### src/rtl/uart_pkg.sv
// Shared types and helpers for the oversampling UART receive path.
// Latency: none (types and pure functions only).
// Backpressure: not applicable.
package uart_pkg;

    typedef enum logic [2:0] {
        IDLE,
        START,
        DATA,
        PARITY,
        STOP
    } rx_state_t;

    typedef struct packed {
        logic       parity_err;
        logic       frame_err;
        logic [7:0] data;
    } rx_entry_t;

    // Two-of-three vote used to decide each bit from the mid-bit samples.
    function automatic logic majority3(input logic a, input logic b, input logic c);
        return (a & b) | (a & c) | (b & c);
    endfunction

    // Clocks per oversample tick; truncating division.
    function automatic int tick_div(input int clk_freq, input int baud_rate, input int oversample);
        return clk_freq / (baud_rate * oversample);
    endfunction

endpackage

### src/rtl/uart_rx_fifo.sv
// Synchronous show-ahead FIFO of received UART entries.
// Latency: a push is visible at the head on the next clk edge; pop advances the head on the same edge.
// Backpressure: a push while full is dropped unless a pop happens in the same cycle.
module uart_rx_fifo
    import uart_pkg::*;
#(
    parameter int DEPTH = 8
) (
    input  logic                   clk,
    input  logic                   rst_n,
    input  logic                   push,
    input  rx_entry_t              push_dat,
    input  logic                   pop,
    output rx_entry_t              head_dat,
    output logic                   full,
    output logic                   empty,
    output logic [$clog2(DEPTH):0] count
);

    localparam int AW = $clog2(DEPTH);

    rx_entry_t       r_mem [DEPTH];
    logic [AW-1:0]   r_wr_ptr;
    logic [AW-1:0]   r_rd_ptr;
    logic [AW:0]     r_count;
    logic            w_do_push;
    logic            w_do_pop;

    assign full      = (r_count == (AW+1)'(DEPTH));
    assign empty     = (r_count == '0);
    assign count     = r_count;
    assign w_do_pop  = pop && !empty;
    // A full FIFO still accepts a push when the head leaves in the same cycle.
    assign w_do_push = push && (!full || w_do_pop);
    // Head is forced to zero when empty so the outputs read zero out of reset.
    assign head_dat  = empty ? '0 : r_mem[r_rd_ptr];

    // Storage write; contents need no reset because empty masks the head.
    always_ff @(posedge clk) begin
        if (w_do_push) begin
            r_mem[r_wr_ptr] <= push_dat;
        end
    end

    // Pointer and occupancy bookkeeping; pointers wrap naturally at DEPTH.
    always_ff @(posedge clk or negedge rst_n) begin
        if (!rst_n) begin
            r_wr_ptr <= '0;
            r_rd_ptr <= '0;
            r_count  <= '0;
        end else begin
            if (w_do_push) begin
                r_wr_ptr <= r_wr_ptr + AW'(1);
            end
            if (w_do_pop) begin
                r_rd_ptr <= r_rd_ptr + AW'(1);
            end
            case ({w_do_push, w_do_pop})
                2'b10:   r_count <= r_count + (AW+1)'(1);
                2'b01:   r_count <= r_count - (AW+1)'(1);
                default: r_count <= r_count;
            endcase
        end
    end

endmodule

### src/rtl/uart_rx_os.sv
// Oversampling UART receiver with 3-sample majority vote, optional parity, break detect and output FIFO.
// Latency: entry pushed on the stop bit's mid tick, visible at m_valid one clk later.
// Backpressure: m_valid/m_ready at the FIFO head; frames arriving while full are dropped and flagged by overrun.
module uart_rx_os
    import uart_pkg::*;
#(
    parameter int CLK_FREQ   = 100_000_000,
    parameter int BAUD_RATE  = 115200,
    parameter int OVERSAMPLE = 16,
    parameter int PARITY_EN  = 0,
    parameter int PARITY_ODD = 0,
    parameter int FIFO_DEPTH = 8
) (
    input  logic                        clk,
    input  logic                        rst_n,
    input  logic                        rx,
    output logic [7:0]                  m_data,
    output logic                        m_frame_err,
    output logic                        m_parity_err,
    output logic                        m_valid,
    input  logic                        m_ready,
    output logic                        overrun,
    output logic                        break_det,
    output logic [$clog2(FIFO_DEPTH):0] fifo_count
);

    localparam int TICK_DIV = tick_div(CLK_FREQ, BAUD_RATE, OVERSAMPLE);
    localparam int TW       = (TICK_DIV > 1) ? $clog2(TICK_DIV) : 1;
    localparam int SW       = $clog2(OVERSAMPLE);
    localparam int M        = OVERSAMPLE / 2;

    logic [1:0]    r_sync;
    logic [TW-1:0] r_tick_cnt;
    rx_state_t     r_state;
    rx_state_t     w_next;
    logic [SW-1:0] r_s;
    logic [2:0]    r_bit;
    logic [1:0]    r_smp;
    logic [7:0]    r_shift;
    logic          r_parity_err;
    logic          r_overrun;
    logic          r_break;

    logic          w_rx_s;
    logic          w_tick;
    logic          w_mid;
    logic          w_wrap;
    logic          w_maj;
    logic          w_par_odd;
    logic          w_push;
    rx_entry_t     w_entry;
    rx_entry_t     w_head;
    logic          w_full;
    logic          w_empty;
    logic          w_pop;

    assign w_rx_s    = r_sync[1];
    assign w_tick    = (r_tick_cnt == TW'(TICK_DIV - 1));
    assign w_mid     = (r_s == SW'(M + 1));
    assign w_wrap    = (r_s == SW'(OVERSAMPLE - 1));
    // The s=M+1 sample is taken live; the two earlier ones were captured in r_smp.
    assign w_maj     = majority3(r_smp[1], r_smp[0], w_rx_s);
    assign w_par_odd = (PARITY_ODD != 0);

    // Two-flop synchronizer, idling high like the line.
    always_ff @(posedge clk or negedge rst_n) begin
        if (!rst_n) begin
            r_sync <= 2'b11;
        end else begin
            r_sync <= {r_sync[0], rx};
        end
    end

    // Free-running oversample tick divider.
    always_ff @(posedge clk or negedge rst_n) begin
        if (!rst_n) begin
            r_tick_cnt <= '0;
        end else if (w_tick) begin
            r_tick_cnt <= '0;
        end else begin
            r_tick_cnt <= r_tick_cnt + TW'(1);
        end
    end

    // FSM state register.
    always_ff @(posedge clk or negedge rst_n) begin
        if (!rst_n) begin
            r_state <= IDLE;
        end else begin
            r_state <= w_next;
        end
    end

    // FSM next-state: all movement happens on tick cycles only.
    always_comb begin
        w_next = r_state;
        if (w_tick) begin
            case (r_state)
                IDLE:   if (!w_rx_s) w_next = START;
                START: begin
                    if (w_mid && w_maj) begin
                        w_next = IDLE;
                    end else if (w_wrap) begin
                        w_next = DATA;
                    end
                end
                DATA: begin
                    if (w_wrap && (r_bit == 3'd7)) begin
                        w_next = (PARITY_EN != 0) ? PARITY : STOP;
                    end
                end
                PARITY: if (w_wrap) w_next = STOP;
                STOP:   if (w_mid) w_next = IDLE;
                default: w_next = IDLE;
            endcase
        end
    end

    // FSM outputs: push the completed frame on the stop bit's vote tick.
    always_comb begin
        w_push           = w_tick && (r_state == STOP) && w_mid;
        w_entry          = '0;
        w_entry.parity_err = r_parity_err;
        w_entry.frame_err  = !w_maj;
        w_entry.data       = r_shift;
    end

    // Bit-timing datapath: sample counter, vote samples, shift register, parity.
    always_ff @(posedge clk or negedge rst_n) begin
        if (!rst_n) begin
            r_s          <= '0;
            r_bit        <= '0;
            r_smp        <= 2'b11;
            r_shift      <= '0;
            r_parity_err <= 1'b0;
        end else if (w_tick) begin
            if (r_state == IDLE) begin
                r_s          <= '0;
                r_bit        <= '0;
                r_parity_err <= 1'b0;
            end else begin
                r_s <= w_wrap ? '0 : r_s + SW'(1);
                if (r_s == SW'(M - 1)) r_smp[1] <= w_rx_s;
                if (r_s == SW'(M))     r_smp[0] <= w_rx_s;
                if (w_mid && (r_state == DATA)) begin
                    r_shift <= {w_maj, r_shift[7:1]};
                end
                if (w_mid && (r_state == PARITY)) begin
                    r_parity_err <= (^r_shift) ^ w_maj ^ w_par_odd;
                end
                if (w_wrap && (r_state == DATA)) begin
                    r_bit <= r_bit + 3'd1;
                end
            end
        end
    end

    // Status pulses registered one clk after the push decision.
    always_ff @(posedge clk or negedge rst_n) begin
        if (!rst_n) begin
            r_overrun <= 1'b0;
            r_break   <= 1'b0;
        end else begin
            r_overrun <= w_push && w_full && !w_pop;
            r_break   <= w_push && w_entry.frame_err && (w_entry.data == 8'h00);
        end
    end

    assign w_pop = !w_empty && m_ready;

    uart_rx_fifo #(
        .DEPTH (FIFO_DEPTH)
    ) u_fifo (
        .clk      (clk),
        .rst_n    (rst_n),
        .push     (w_push),
        .push_dat (w_entry),
        .pop      (w_pop),
        .head_dat (w_head),
        .full     (w_full),
        .empty    (w_empty),
        .count    (fifo_count)
    );

    assign m_valid      = !w_empty;
    assign m_data       = w_head.data;
    assign m_frame_err  = w_head.frame_err;
    assign m_parity_err = w_head.parity_err;
    assign overrun      = r_overrun;
    assign break_det    = r_break;

endmodule

### config.mk
export PLATFORM = sky130hd
export DESIGN_NAME = uart_rx_os
export DESIGN_NICKNAME = d
export VERILOG_FILES = /design/src/rtl/uart_pkg.sv /design/src/rtl/uart_rx_fifo.sv /design/src/rtl/uart_rx_os.sv
export SDC_FILE = /design/constraint.sdc
export NUM_CORES = 1
export LEC_CHECK = 0
export ABC_AREA = 1
export BUFFER_PORTS_ARGS = -buffer_cell sky130_fd_sc_hd__buf_2
export CAP_MARGIN = 5
export CORE_MARGIN = 2
export CORE_UTILIZATION = 55
export DETAILED_ROUTE_END_ITERATION = 10
export HOLD_SLACK_MARGIN = 0.15
export PLACE_DENSITY = 0.87
export SLEW_MARGIN = 10
export SYNTH_ARGS = -nofsm -noshare
export SYNTH_HDL_FRONTEND = slang
export SYNTH_SLANG_ARGS = --single-unit
### constraint.sdc
create_clock -name clk -period 2.48 [get_ports clk]
set_input_delay 0.496 -clock clk [delete_from_list [all_inputs] [get_ports clk]]
set_output_delay 0.496 -clock clk [all_outputs]
set_load 0.05 [all_outputs]
Word-level counts from Yosys, hierarchy flattened
Memories as Yosys holds them, arrays and structs flattened.
Index checks and enable logic that the tools add are counted.
Widths: inputs -> output; s select.
{ "word_totals": {"register_bits": 41, "ram_bits": 80, "in_bits": 4, "out_inout_bits": 17, "elab_cells": 97, "memories": 1} }
{ "classes": {"n_addsub": 7, "n_eq_ne": 18, "muxes": 18, "bitwise": 7, "n_reduce_logical": 32} }
{ "mem_list": {"columns": ["memory", "words", "width", "read_ports", "rd_ports_with_merged_regs", "write_ports", "line", "rtl"], "rows": [
  ["u_fifo.r_mem", 8, 10, 1, 0, 1, "uart_rx_fifo.sv:22", "rx_entry_t r_mem [DEPTH];"]
]} }
{ "ops": {"columns": ["op", "n"], "rows": [
  ["$mux 3", 8],
  ["$eq 4x4->1 const B", 4],
  ["$pmux 3 s5", 1],
  ["$logic_and 1x1->1", 14],
  ["$mux 10", 1],
  ["$add 3x1->3 const B", 3],
  ["$reduce_and 3->1", 3],
  ["$add 4x1->4 const B", 2],
  ["$logic_not 8->1", 1],
  ["$mux 4", 2],
  ["$ne 2x2->1 const B", 4],
  ["$pmux 4 s2", 1],
  ["$reduce_xor 8->1", 1],
  ["$add 6x1->6 const B", 1],
  ["$eq 3x2->1 const B", 2],
  ["$eq 3x3->1 const B", 2],
  ["$eq 6x6->1 const B", 1],
  ["$mux 6", 1],
  ["$reduce_and 6->1", 1],
  ["$reduce_bool 2->1", 3],
  ["$eq 4x3->1 const B", 1],
  ["$logic_not 1->1", 4],
  ["$logic_not 4->1", 1],
  ["$mux 1", 4],
  ["other kinds (12)", 16]
]} }

Logic depth before layout (Yosys ltp)
Gate-level depths: netlist of the first run.
{ "logic_depth": {"word_depth": 8, "mapped_depth": 16, "depth_no_buf": 16} }

Cells and area by module
From an unflattened synthesis of the first run, not the netlist that was laid out.
{ "unflattened": {"cells_unflattened": 513, "area_unflattened_um2": 5565.3} }
{ "modules_own_cells": {"columns": ["mod", "n_inst", "cells_per_inst", "area_per_inst_um2", "seq_area_each_um2"], "rows": [
  ["uart_rx_fifo", 1, 325, 3839.9, 2652.5],
  ["uart_rx_os", 1, 188, 1725.4, 780.7]
]} }

Worst setup path before layout of the first run
Ideal clock, no wire load.
{ "synth_path": {"path_kind": "register -> output", "from": "register u_fifo.r_count[0], in the netlist u_fifo.count[0]", "to": "output port m_data[0]", "arrival_time_ns": 2.548, "t_required_ns": 1.984, "setup_slack_ns": -0.564, "path_stages_with_launch": 6, "path_buffers": 1, "cell_sequence": "dfrtp_1 -> nor2_1 -> nand2_1 -> clkbuf_1 -> o21ai_0 -> a31oi_1"} }
{ "synth_via": {"elab_chain_cells": 2} }
{ "synth_lines": {"columns": ["element", "line", "rtl"], "rows": [
  ["from (decl)", "uart_rx_fifo.sv:25", "logic [AW:0] r_count;"],
  ["from (signal assigned)", "uart_rx_fifo.sv:59", "2'b10: r_count <= r_count + (AW+1)'(1);"],
  ["from (signal assigned)", "uart_rx_fifo.sv:60", "2'b01: r_count <= r_count - (AW+1)'(1);"],
  ["from (signal assigned)", "uart_rx_fifo.sv:61", "default: r_count <= r_count;"],
  ["$logic_not 4->1", "uart_rx_fifo.sv:30", "assign empty = (r_count == '0);"],
  ["$mux 10", "uart_rx_fifo.sv:36", "assign head_dat = empty ? '0 : r_mem[r_rd_ptr];"],
  ["to (decl)", "uart_rx_os.sv:17", "output logic [7:0] m_data,"]
]} }
Every way passes these cells.

Worst setup path in the final report of the first run
{ "layout_path": {"from": "register u_fifo.r_rd_ptr[0]", "to": "output port m_data[0]"} }
{ "layout_via": {"elab_chain_cells": 2} }
{ "layout_lines": {"columns": ["element", "line", "rtl"], "rows": [
  ["from (decl)", "uart_rx_fifo.sv:24", "logic [AW-1:0] r_rd_ptr;"],
  ["from (signal assigned)", "uart_rx_fifo.sv:56", "r_rd_ptr <= r_rd_ptr + AW'(1);"],
  ["$mem_v2 8x10", null, null],
  ["$mux 10", "uart_rx_fifo.sv:36", null]
]} }
Every way passes these cells.

==> results of run 1 <==
-- worst paths after layout --
| kind | start | end | slack [ns] | cells past startpoint |
|---|---|---|---|---|
| worst max register to register | u_fifo.count[2]$_DFFE_PN0P_ | u_fifo.r_mem[4][5]$_DFFE_PP_ | 0.21 | 9 |
| worst min register to register | r_sync[0]$_DFF_PN1_ | r_sync[1]$_DFF_PN1_ | 0.36 | 0 |
| min in group asynchronous | rst_n | r_s[1]$_DFFE_PN0N_ | 0.66 | 2 |
| worst max-delay path | u_fifo.r_rd_ptr[0]$_DFFE_PN0P_ | m_data[0] | -0.08 | 8 |
| worst min-delay path | m_ready | u_fifo.r_rd_ptr[0]$_DFFE_PN0P_ | 0.31 | 3 |
| max in group asynchronous | rst_n | u_fifo.r_rd_ptr[0]$_DFFE_PN0P_ | 1.17 | 2 |
-- through the flow --
step	hold slack, ns	total power (W)	cells	instance area (um^2)	worst slack [ns]
floorplan	0.200	0.00415	503	5470	-0.0467
global placement	0.350	0.00462	657	5810	0.133
detailed placement	0.352	0.00470	657	5810	0.120
CTS	0.306	0.00807	701	6840	-0.0419
global route	0.297	0.00877	703	6980	-0.138
finish	0.310	0.00847	703	6980	-0.0821
-- flip-flops by register name (all words and copies together), names as in the netlist --
| register | count |
|---|---|
| break_det | 1 |
| overrun | 1 |
| r_bit | 3 |
| r_parity_err | 1 |
| r_s | 4 |
| r_shift | 8 |
| r_smp | 2 |
| r_state | 3 |
| r_sync | 2 |
| r_tick_cnt | 6 |
| u_fifo.count | 4 |
| u_fifo.r_mem | 80 |
| u_fifo.r_rd_ptr | 3 |
| u_fifo.r_wr_ptr | 3 |
-- cell usage after synthesis, drive strengths merged, types with 3 or more instances --
cell,count,area (um^2)
nand4,4,25.0
inv,47,179
nand3,17,103
nor2,90,395
xor2,5,43.8
xnor2,3,26.3
dfrtp,37,926
nor3,14,75.1
ha,14,175
a31oi,10,62.6
edfxtp,80,2400
clkbuf,11,41.3
dfstp,4,105
buf,6,26.3
nand2,66,284
o21ai,85,425
-- worst min-delay path, stage by stage --
cell and delay (ns):
buf_2 0.11, nand2_2 0.11, xor2_1 0.09
-- repair_timing --
item / in CTS / in global routing
endpoints found under the setup margin: 10 / 10
buffers inserted: 6 / 1
endpoints found under the hold margin: 38 / 0
cloned: 4 / 2
resized for setup: 96 / 43
pin swaps: 21 / 21
hold buffers: 2 / 0
-- kinds of logic after synthesis --
family,after synthesis,synth area share
xor+xnor,8,0.0131
buf+inv,64,0.0460
fa+ha+maj,14,0.0327
flops,121,0.640
compound gates,102,0.0996
simple gates,194,0.168
-- per-layer routing --
| layer | vias up | GRT usage | share of wire |
|---|---|---|---|
| met5 | - | 0 | 0 |
| met2 | 249 | 0.471 | 0.52 |
| met4 | 0 | 0.110 | 0.031 |
| met1 | 1996 | 0.319 | 0.37 |
| met3 | 44 | 0.0820 | 0.083 |
| li1 | 1832 | - | - |
-- area by class of cell --
cell class / count / area (um^2)
sequential: 121 / 3440
timing repair buffer: 52 / 583
multi-input combinational: 318 / 2000
inverter: 47 / 185
tap: 133 / 166
clock buffer: 17 / 414
fill: 583 / 2660
clock inverter: 15 / 193
-- layout by cell type (no fill, tap or decap), types with 14 or more instances in the layout --
cell type	synthesis	routed
buf_4	0	19
clkbuf_16	0	18
dfrtp_1	37	35
nand3_1	15	15
inv_1	44	42
edfxtp_1	80	80
o21ai_2	0	16
ha_1	14	14
nor2_4	3	18
nor2_1	84	60
o21ai_1	9	38
nand2_1	59	58
o21ai_0	76	30
-- power groups by stage --
stage	sequential, W	combinational, W	clock [W]
floorplan	0.00241	0.00174	0
global placement	0.00231	0.00231	0
detailed placement	0.00232	0.00238	0
CTS	0.00229	0.00328	0.00251
global route	0.00230	0.00382	0.00265
finish	0.00230	0.00363	0.00254
==> impl_metrics.yaml, run 1 <==
status:
  status: "finished with violations"
  violations: "negative setup slack"
timing:
  slew_headroom: 0.371
  period_minus_slack_ns: 2.56
  period_share: 1.03
  worst_slew_pin_slew_ns: 0.943
  setup_ws_ns: -0.0821
  setup_violations: 9
  fmax_ghz: 0.390
  final_max_slew_viol_count: 0
  tns_ns: -0.461
  finalHoldViolCount: 0
  skew_ns: 0.0130
  rsz0062_at_grt: "true"
layout:
  drive_gt1_frac: 0.282
  final_util: 0.724
  nets: 575
  diodes: 0
  syn_to_final_growth_pct: 30.1
synthesis:
  syn_area_mm2: 0.00536
  synth_cells: 503
  ys.warnings.count: 0
  synth.distinct_cells: 36
  synthFlopType: "edfxtp_1"
  syn_area_per_cell_um2: 10.7
  syn_nets: 521
  synth_seq_cells: 121
  ys_seq_area_frac: 0.640
  synth_edf_count: 80
  ys_async_sr_fraction: 0.339
power:
  power.leakage_nw: 2.85
  power_frac_comb: 0.429
  power.internal_w: 0.00517
  power_per_cell_area_mw_per_mm2: 1210
  vdd_drop_max_mv: 0.740
  pwr-share-seq: 0.271
  p_sw_frac: 0.390
  clkPwrFrac: 0.300
  p_switching_w: 0.00330
clock_network:
  path_clk_slew_ns: 0.06
  clockBufferDepth: 2
  cts_buffers: 17
  cts_htree_levels: 4
  root_buffer: "clkbuf_8"
  cts_tree: "done"
  cts.sinks: 121
  clkLatencyLatePin_ns: 0.53
worst_setup_path:
  crit_arrival_ns: 2.07
  max_stage_delay_ns: 0.48
  critPathBufInv: 2
  path_common_cell: "o21ai_1"
  endpoint_kind: "primary output"
  critPathMaxFanout: 8
  critical_path.top_delay_family: "compound AO/OA/AOI/OAI gates"
  startpoint_type: "flop"
  critPathKind: "reg2out"
  crit_required_ns: 1.98
  cp_slowest_cell: "dfrtp_2"
  crit_chain: "buf_12 > nor2_1 > nor2_1 > o21ai_1 > o21ai_1 > o21ai_1 > a31oi_2 > buf_6"
drt:
  wl_mm: 14.1
  first_iter_violations: 455
  drc: 0
  first_pass_iters: 5
  viasPerCell: 5.86
  ant_nets: 0
  wl_per_cell_um: 20.1
  via_count: 4121
floorplan:
  row_count: 36
  die_x_um: 103
  ios: 21
  die_area_mm2: 0.0106
  die_h_um: 103
  start_util: 0.556
  core_mm2: 0.00964
place:
  portBuffers: 20
  post-dp-hpwl_mm: 7.64
  routabilityCongestion: 0.852
min_path:
  min_path_type: "in2reg"
grt:
  antenna_found_initial: 0
  overflow: 0
  grt_pass1_wl_mm: 20.8
  grt_pass1_vias: 3913
  grt_max_degree: 42
  grtUsageTotal: 0.272
job:
  max_cap_violations: 0
No activity file was read; power rests on OpenSTA's default activity.
==> inputs of run 2 (changes only) <==
--- a/config.mk
+++ b/config.mk
@@ -15,2 +15,3 @@
 export PLACE_DENSITY = 0.87
+export REMOVE_ABC_BUFFERS = 1
 export SLEW_MARGIN = 10
--- a/constraint.sdc
+++ b/constraint.sdc
@@ -3,2 +3,2 @@
 set_output_delay 0.496 -clock clk [all_outputs]
-set_load 0.05 [all_outputs]
+set_load 0.01 [all_outputs]
==> run 2 against run 1 <==
  * The run still ends with negative setup slack left
  * Non-clock buffer count decreased by 3
  * Register-to-register slack improved by 0.17 ns
  * Sequential power hardly changed
  * Clock skew is 0.0048 ns lower
  * Worst hold slack worse by 0.041 ns
  * Critical path type unchanged
==> impl_metrics.yaml, run 2 (same netlist as run 1, synthesis figures left out) <==
timing:
  slew_headroom: 0.393
  period_share: 1.00
  setup_violations: 1
  finalHoldViolCount: 0
  fmax_ghz: 0.402
  skew_ns: 0.00814
  setup_ws_ns: -0.00883
  worst_slew_pin_slew_ns: 0.911
  rsz0062_at_grt: "true"
  final_max_slew_viol_count: 0
  period_minus_slack_ns: 2.49
  holdWs_ns: 0.268
layout:
  mostFrequentLayoutCell: "nor2_1"
  reg_top3: "u_fifo.r_mem: 80 flops, r_shift: 8 flops, r_tick_cnt: 6 flops"
  final_util: 0.676
  ff_latch_area_mm2: 0.00344
  largest_reg_flops: 80
  multi_input_area_mm2: 0.00170
  top_register: "u_fifo.r_mem"
  diodes: 0
  most-common-layout-cells: "nor2_1, edfxtp_1, o21ai_0"
  nets: 572
  final_area_mm2: 0.00651
  drive_gt1_frac: 0.192
  n_fill_cell: 674
  syn_to_final_growth_pct: 21.5
worst_setup_path:
  startpoint_type: "flop"
  max_stage_delay_ns: 0.45
  critical_path.top_delay_family: "buffers and inverters"
  cp_slowest_cell: "dfrtp_2"
  worstReg2RegEnd: "u_fifo.r_mem[5][1]$_DFFE_PP_"
  endpoint_kind: "primary output"
  crit_chain: "buf_12 > clkinvlp_4 > buf_4 > nor2_1 > o21ai_0 > a31oi_1 > buf_2"
  critPathMaxFanout: 6
  reg2reg_depth: 10
  rr_startpoint: "u_fifo.count[2]$_DFFE_PN0P_"
  critPathBufInv: 4
  crit_arrival_ns: 1.99
  reg2reg_slack_ns: 0.38
  crit_required_ns: 1.98
  critPathKind: "reg2out"
drt:
  viasPerCell: 5.55
  wl_mm: 11.9
  via_count: 3887
  ant_nets: 0
  first_iter_violations: 269
  wl_per_cell_um: 17.0
  drc: 0
  first_pass_iters: 5
floorplan:
  die_h_um: 103
  die_x_um: 103
  die_area_mm2: 0.0106
  ios: 21
  core_mm2: 0.00964
  row_count: 36
  start_util: 0.556
place:
  routabilityCongestion: 0.843
  portBuffers: 20
  post-dp-hpwl_mm: 7.05
  placed_area_mm2: 0.00567
grt:
  grt_max_degree: 42
  use_met3: 0.0617
  grtUsageTotal: 0.238
  met1_usage: 0.273
  gr-usage-met2: 0.425
  grt_pass1_vias: 3763
  grt-busiest-layer: "met2"
  antenna_found_initial: 0
  grt_pass1_wl_mm: 18.5
  overflow: 0
power:
  clkPwrFrac: 0.354
  power.leakage_nw: 2.72
  p_sw_frac: 0.328
  power_frac_comb: 0.309
  power_per_cell_area_mw_per_mm2: 1040
  vdd_drop_max_mv: 0.695
  p_switching_w: 0.00222
  pwr-share-seq: 0.337
  power.internal_w: 0.00456
clock_network:
  path_clk_slew_ns: 0.06
  clkLatencyLatePin_ns: 0.53
  cts_tree: "done"
  cts.sinks: 121
  cts_htree_levels: 4
  root_buffer: "clkbuf_8"
  clockBufferDepth: 2
  cts_buffers: 17
min_path:
  worstHoldStart: "m_ready"
  min_to: "u_fifo.r_rd_ptr[0]$_DFFE_PN0P_"
  min_path_type: "in2reg"
  hold_depth: 3
status:
  violations: "negative setup slack"
  status: "finished with violations"
job:
  max_cap_violations: 0
-- run 2: changes by cell type in the layout (fill, tap and decap cells not counted), sizes merged --
cell,previous run,this run
inv,50,51
buf,47,43
clkinv,6,3
clkinvlp,3,5
clkbuf,19,21
bufinv,3,2
-- run 2: repair_timing --
action,in CTS,in global routing
gates cloned,1,3
hold buffers,2,0
pin swaps,1,7
hold endpoints to repair,38,0
gates resized for setup,11,26
setup endpoints to repair,10,10
setup buffers,4,4
-- run 2: worst max-delay path by stage --
| stage | start | end | slack (ns) | cells after the start |
|---|---|---|---|---|
| after floorplan | u_fifo.r_rd_ptr[0]$_DFFE_PN0P_ | m_data[0] | -0.03 | 5 |
| after detailed placement | u_fifo.r_rd_ptr[0]$_DFFE_PN0P_ | m_data[3] | 0.42 | 6 |
| after global placement | r_s[1]$_DFFE_PN0N_ | u_fifo.r_mem[3][2]$_DFFE_PP_ | 0.48 | 9 |
| after global routing | u_fifo.r_rd_ptr[1]$_DFFE_PN0P_ | m_data[1] | -0.08 | 7 |
| final | u_fifo.r_rd_ptr[1]$_DFFE_PN0P_ | m_data[0] | -0.009 | 7 |
| after CTS | u_fifo.r_rd_ptr[0]$_DFFE_PN0P_ | m_data[4] | 0.004 | 7 |
-- run 2: area by class of cell --
| type | count | area share |
|---|---|---|
| Sequential cell | 121 | 0.527 |
| Multi-Input combinational cell | 318 | 0.260 |
| Timing Repair Buffer | 49 | 0.0690 |
| Clock buffer | 18 | 0.0642 |
| Inverter | 47 | 0.0286 |
| Tap cell | 133 | 0.0255 |
| Clock inverter | 14 | 0.0248 |
-- run 2: metrics by stage --
stage	setup TNS [ns]	worst slack [ns]	instances	power, W
2_1_floorplan	-0.167	-0.0256	486	0.00330
3_3_place_gp	0	0.476	654	0.00383
6_report	-0.00883	-0.00883	700	0.00678
4_1_cts	0	0.00409	693	0.00646
5_1_grt	-0.364	-0.0831	700	0.00714
3_5_place_dp	0	0.419	654	0.00388
-- run 2: power by group through the flow --
stage / combinational, W / sequential [W] / clock, W
floorplan: 0.000905 / 0.00240 / 0
global placement: 0.00154 / 0.00229 / 0
detailed placement: 0.00159 / 0.00229 / 0
CTS: 0.00178 / 0.00227 / 0.00241
global route: 0.00231 / 0.00229 / 0.00253
finish: 0.00210 / 0.00228 / 0.00240
-- run 2: worst reg2reg max path: stages, from the launching register on --
cell     delay, ns
dfrtp_1       0.45
nor2_1        0.06
nand2_1       0.07
buf_4         0.19
nand2_2       0.11
inv_2         0.20
nor2_4        0.08
nor2_8        0.11
nand2_2       0.09
nor3_1        0.19
buf_4         0.24
-- run 2: layer usage --
layer	part of all wire	vias up	wire, um
met1	0.39	1866	4590
met3	0.061	41	727
met2	0.52	152	6170
li1	-	1828	-
met4	0.035	0	413
met5	0	-	0
==> inputs of run 3 (changes only) <==
- PLACE_DENSITY: 0.87 -> 0.77
==> run 3 against run 2 <==
  * Die area did not move
  * Sequential share of layout area rose by 0.80 points
  * First-iteration DRC count fell by 27%
  * Combinational power fell by 4%
  * The flow now finishes without violations
  * Final cell count fell by 0.86%
  * Wire length fell by 4.9%
  * Worst hold slack improved by 0.045 ns
  * Sequential power barely moved
==> impl_metrics.yaml, run 3 (same netlist as run 1, synthesis figures left out) <==
status:
  status: "completed"
clock_network:
  path_clk_slew_ns: 0.05
  cts.sinks: 121
  cts_htree_levels: 4
  cts_buffers: 17
  clockBufferDepth: 2
  clkLatencyLatePin_ns: 0.52
  root_buffer: "clkbuf_8"
  cts_tree: "done"
job:
  max_cap_violations: 0
floorplan:
  die_area_mm2: 0.0106
  core_mm2: 0.00964
  start_util: 0.556
  die_x_um: 103
  row_count: 36
  ios: 21
  die_h_um: 103
worst_setup_path:
  startpoint_type: "flop"
  critical_path.top_delay_family: "flip-flops"
  max_stage_delay_ns: 0.50
  reg2reg_depth: 9
  crit_required_ns: 1.98
  critPathBufInv: 2
  rr_startpoint: "r_s[1]$_DFFE_PN0N_"
  critPathMaxFanout: 6
  crit_arrival_ns: 1.97
  endpoint_kind: "primary output"
  cp_slowest_cell: "dfrtp_2"
  reg2reg_slack_ns: 0.39
  crit_chain: "buf_12 > nor2_1 > nor2_1 > o21ai_0 > o21ai_1 > o21ai_1 > a31oi_1 > buf_2"
  critPathKind: "reg2out"
  worstReg2RegEnd: "u_fifo.r_mem[5][4]$_DFFE_PP_"
layout:
  largest_reg_flops: 80
  diodes: 0
  nets: 567
  n_fill_cell: 729
  fin_cells: 694
  reg_top3: "u_fifo.r_mem: 80 flops, r_shift: 8 flops, r_tick_cnt: 6 flops"
  most-common-layout-cells: "nor2_1, edfxtp_1, nand2_1, o21ai_0, inv_1"
  top_register: "u_fifo.r_mem"
  syn_to_final_growth_pct: 19.6
  drive_gt1_frac: 0.173
timing:
  rsz0062_at_grt: "true"
  slew_headroom: 0.382
  period_share: 0.996
  fmax_ghz: 0.405
  finalHoldViolCount: 0
  period_minus_slack_ns: 2.47
  worst_slew_pin_slew_ns: 0.927
  setup_violations: 0
  setup_ws_ns: 0.0107
  skew_ns: 0.00621
  final_max_slew_viol_count: 0
place:
  preCtsSetupSlack_ns: 0.362
  routabilityCongestion: 0.883
  post-dp-hpwl_mm: 6.74
  portBuffers: 20
  post-place-cells: 653
drt:
  first_pass_iters: 4
  drc: 0
  wl_per_cell_um: 16.3
  wl_mm: 11.3
  first_iter_violations: 196
  via_count: 3811
  ant_nets: 0
  viasPerCell: 5.49
grt:
  grt_pass1_wl_mm: 17.7
  antenna_found_initial: 0
  grtUsageTotal: 0.227
  grt_pass1_vias: 3640
  grt_max_degree: 42
  overflow: 0
power:
  vdd_drop_max_mv: 0.533
  power_per_cell_area_mw_per_mm2: 1000
  power.leakage_nw: 2.67
min_path:
  hold_depth: 3
  worstHoldStart: "m_ready"
  min_to: "u_fifo.r_rd_ptr[0]$_DFFE_PN0P_"
  min_path_type: "in2reg"
==> run 3: routing by layer <==
metal,GRT usage,share of wire,vias to the layer above
li1,-,-,1817
met1,0.277,0.41,1855
met2,0.394,0.51,124
met3,0.0529,0.056,15
met4,0.0870,0.016,0
met5,0,0,-
==> run 3: where the power goes <==
part,internal [W],leakage [nW],total [W],switching (W)
combinational,0.000886,1.03,0.00201,0.00113
clock,0.00129,0.245,0.00211,0.000819
sequential,0.00220,1.39,0.00229,0.0000935
total,0.00437,2.67,0.00642,0.00204
==> run 3: through the flow <==
stage               utilization  area [um^2]  power, W  hold WS [ns]  setup TNS, ns
floorplan                     -         5300   0.00330         0.200         -0.167
global placement          0.589         5680   0.00381         0.346              0
detailed placement        0.589         5680   0.00388         0.347              0
CTS                       0.653         6300   0.00620         0.297              0
global route              0.666         6420   0.00675         0.312         -0.501
finish                    0.666         6420   0.00642         0.313              0
==> run 3: worst max path at each step <==
stage                                         from  cells past startpoint  slack [ns]                      endpoint
detailed placement  u_fifo.r_rd_ptr[0]$_DFFE_PN0P_                      8        0.36                     m_data[4]
global placement                r_s[1]$_DFFE_PN0N_                      9        0.48  u_fifo.r_mem[1][0]$_DFFE_PP_
CTS                 u_fifo.r_rd_ptr[0]$_DFFE_PN0P_                      8       0.009                     m_data[5]
global route        u_fifo.r_rd_ptr[0]$_DFFE_PN0P_                      8       -0.09                   m_frame_err
floorplan           u_fifo.r_rd_ptr[0]$_DFFE_PN0P_                      5       -0.03                     m_data[0]
finish              u_fifo.r_rd_ptr[0]$_DFFE_PN0P_                      8        0.01                     m_data[4]
==> run 3: tightest hold or removal path, cell delays in order <==
cell	delay (ns)
buf_2	0.10
nand2_2	0.11
xor2_1	0.08
==> run 3: cell type report <==
cell class | instances | area, um^2 | share of cell area
inverter | 47 | 185 | 0.0289
clock buffer | 18 | 418 | 0.0651
sequential | 121 | 3440 | 0.535
clock inverter | 13 | 87.6 | 0.0137
multi-input combinational | 318 | 1700 | 0.265
timing repair buffer | 44 | 420 | 0.0655
tap | 133 | 166 | 0.0259
==> run 3: repair_timing <==
item | in CTS | in global routing
hold endpoints to repair | 29 | 0
setup buffers | 0 | 3
endpoints found under the setup margin | 10 | 10
pin swaps | 0 | 7
cloned | 2 | 3
resized for setup | 10 | 25
hold buffers | 2 | 0
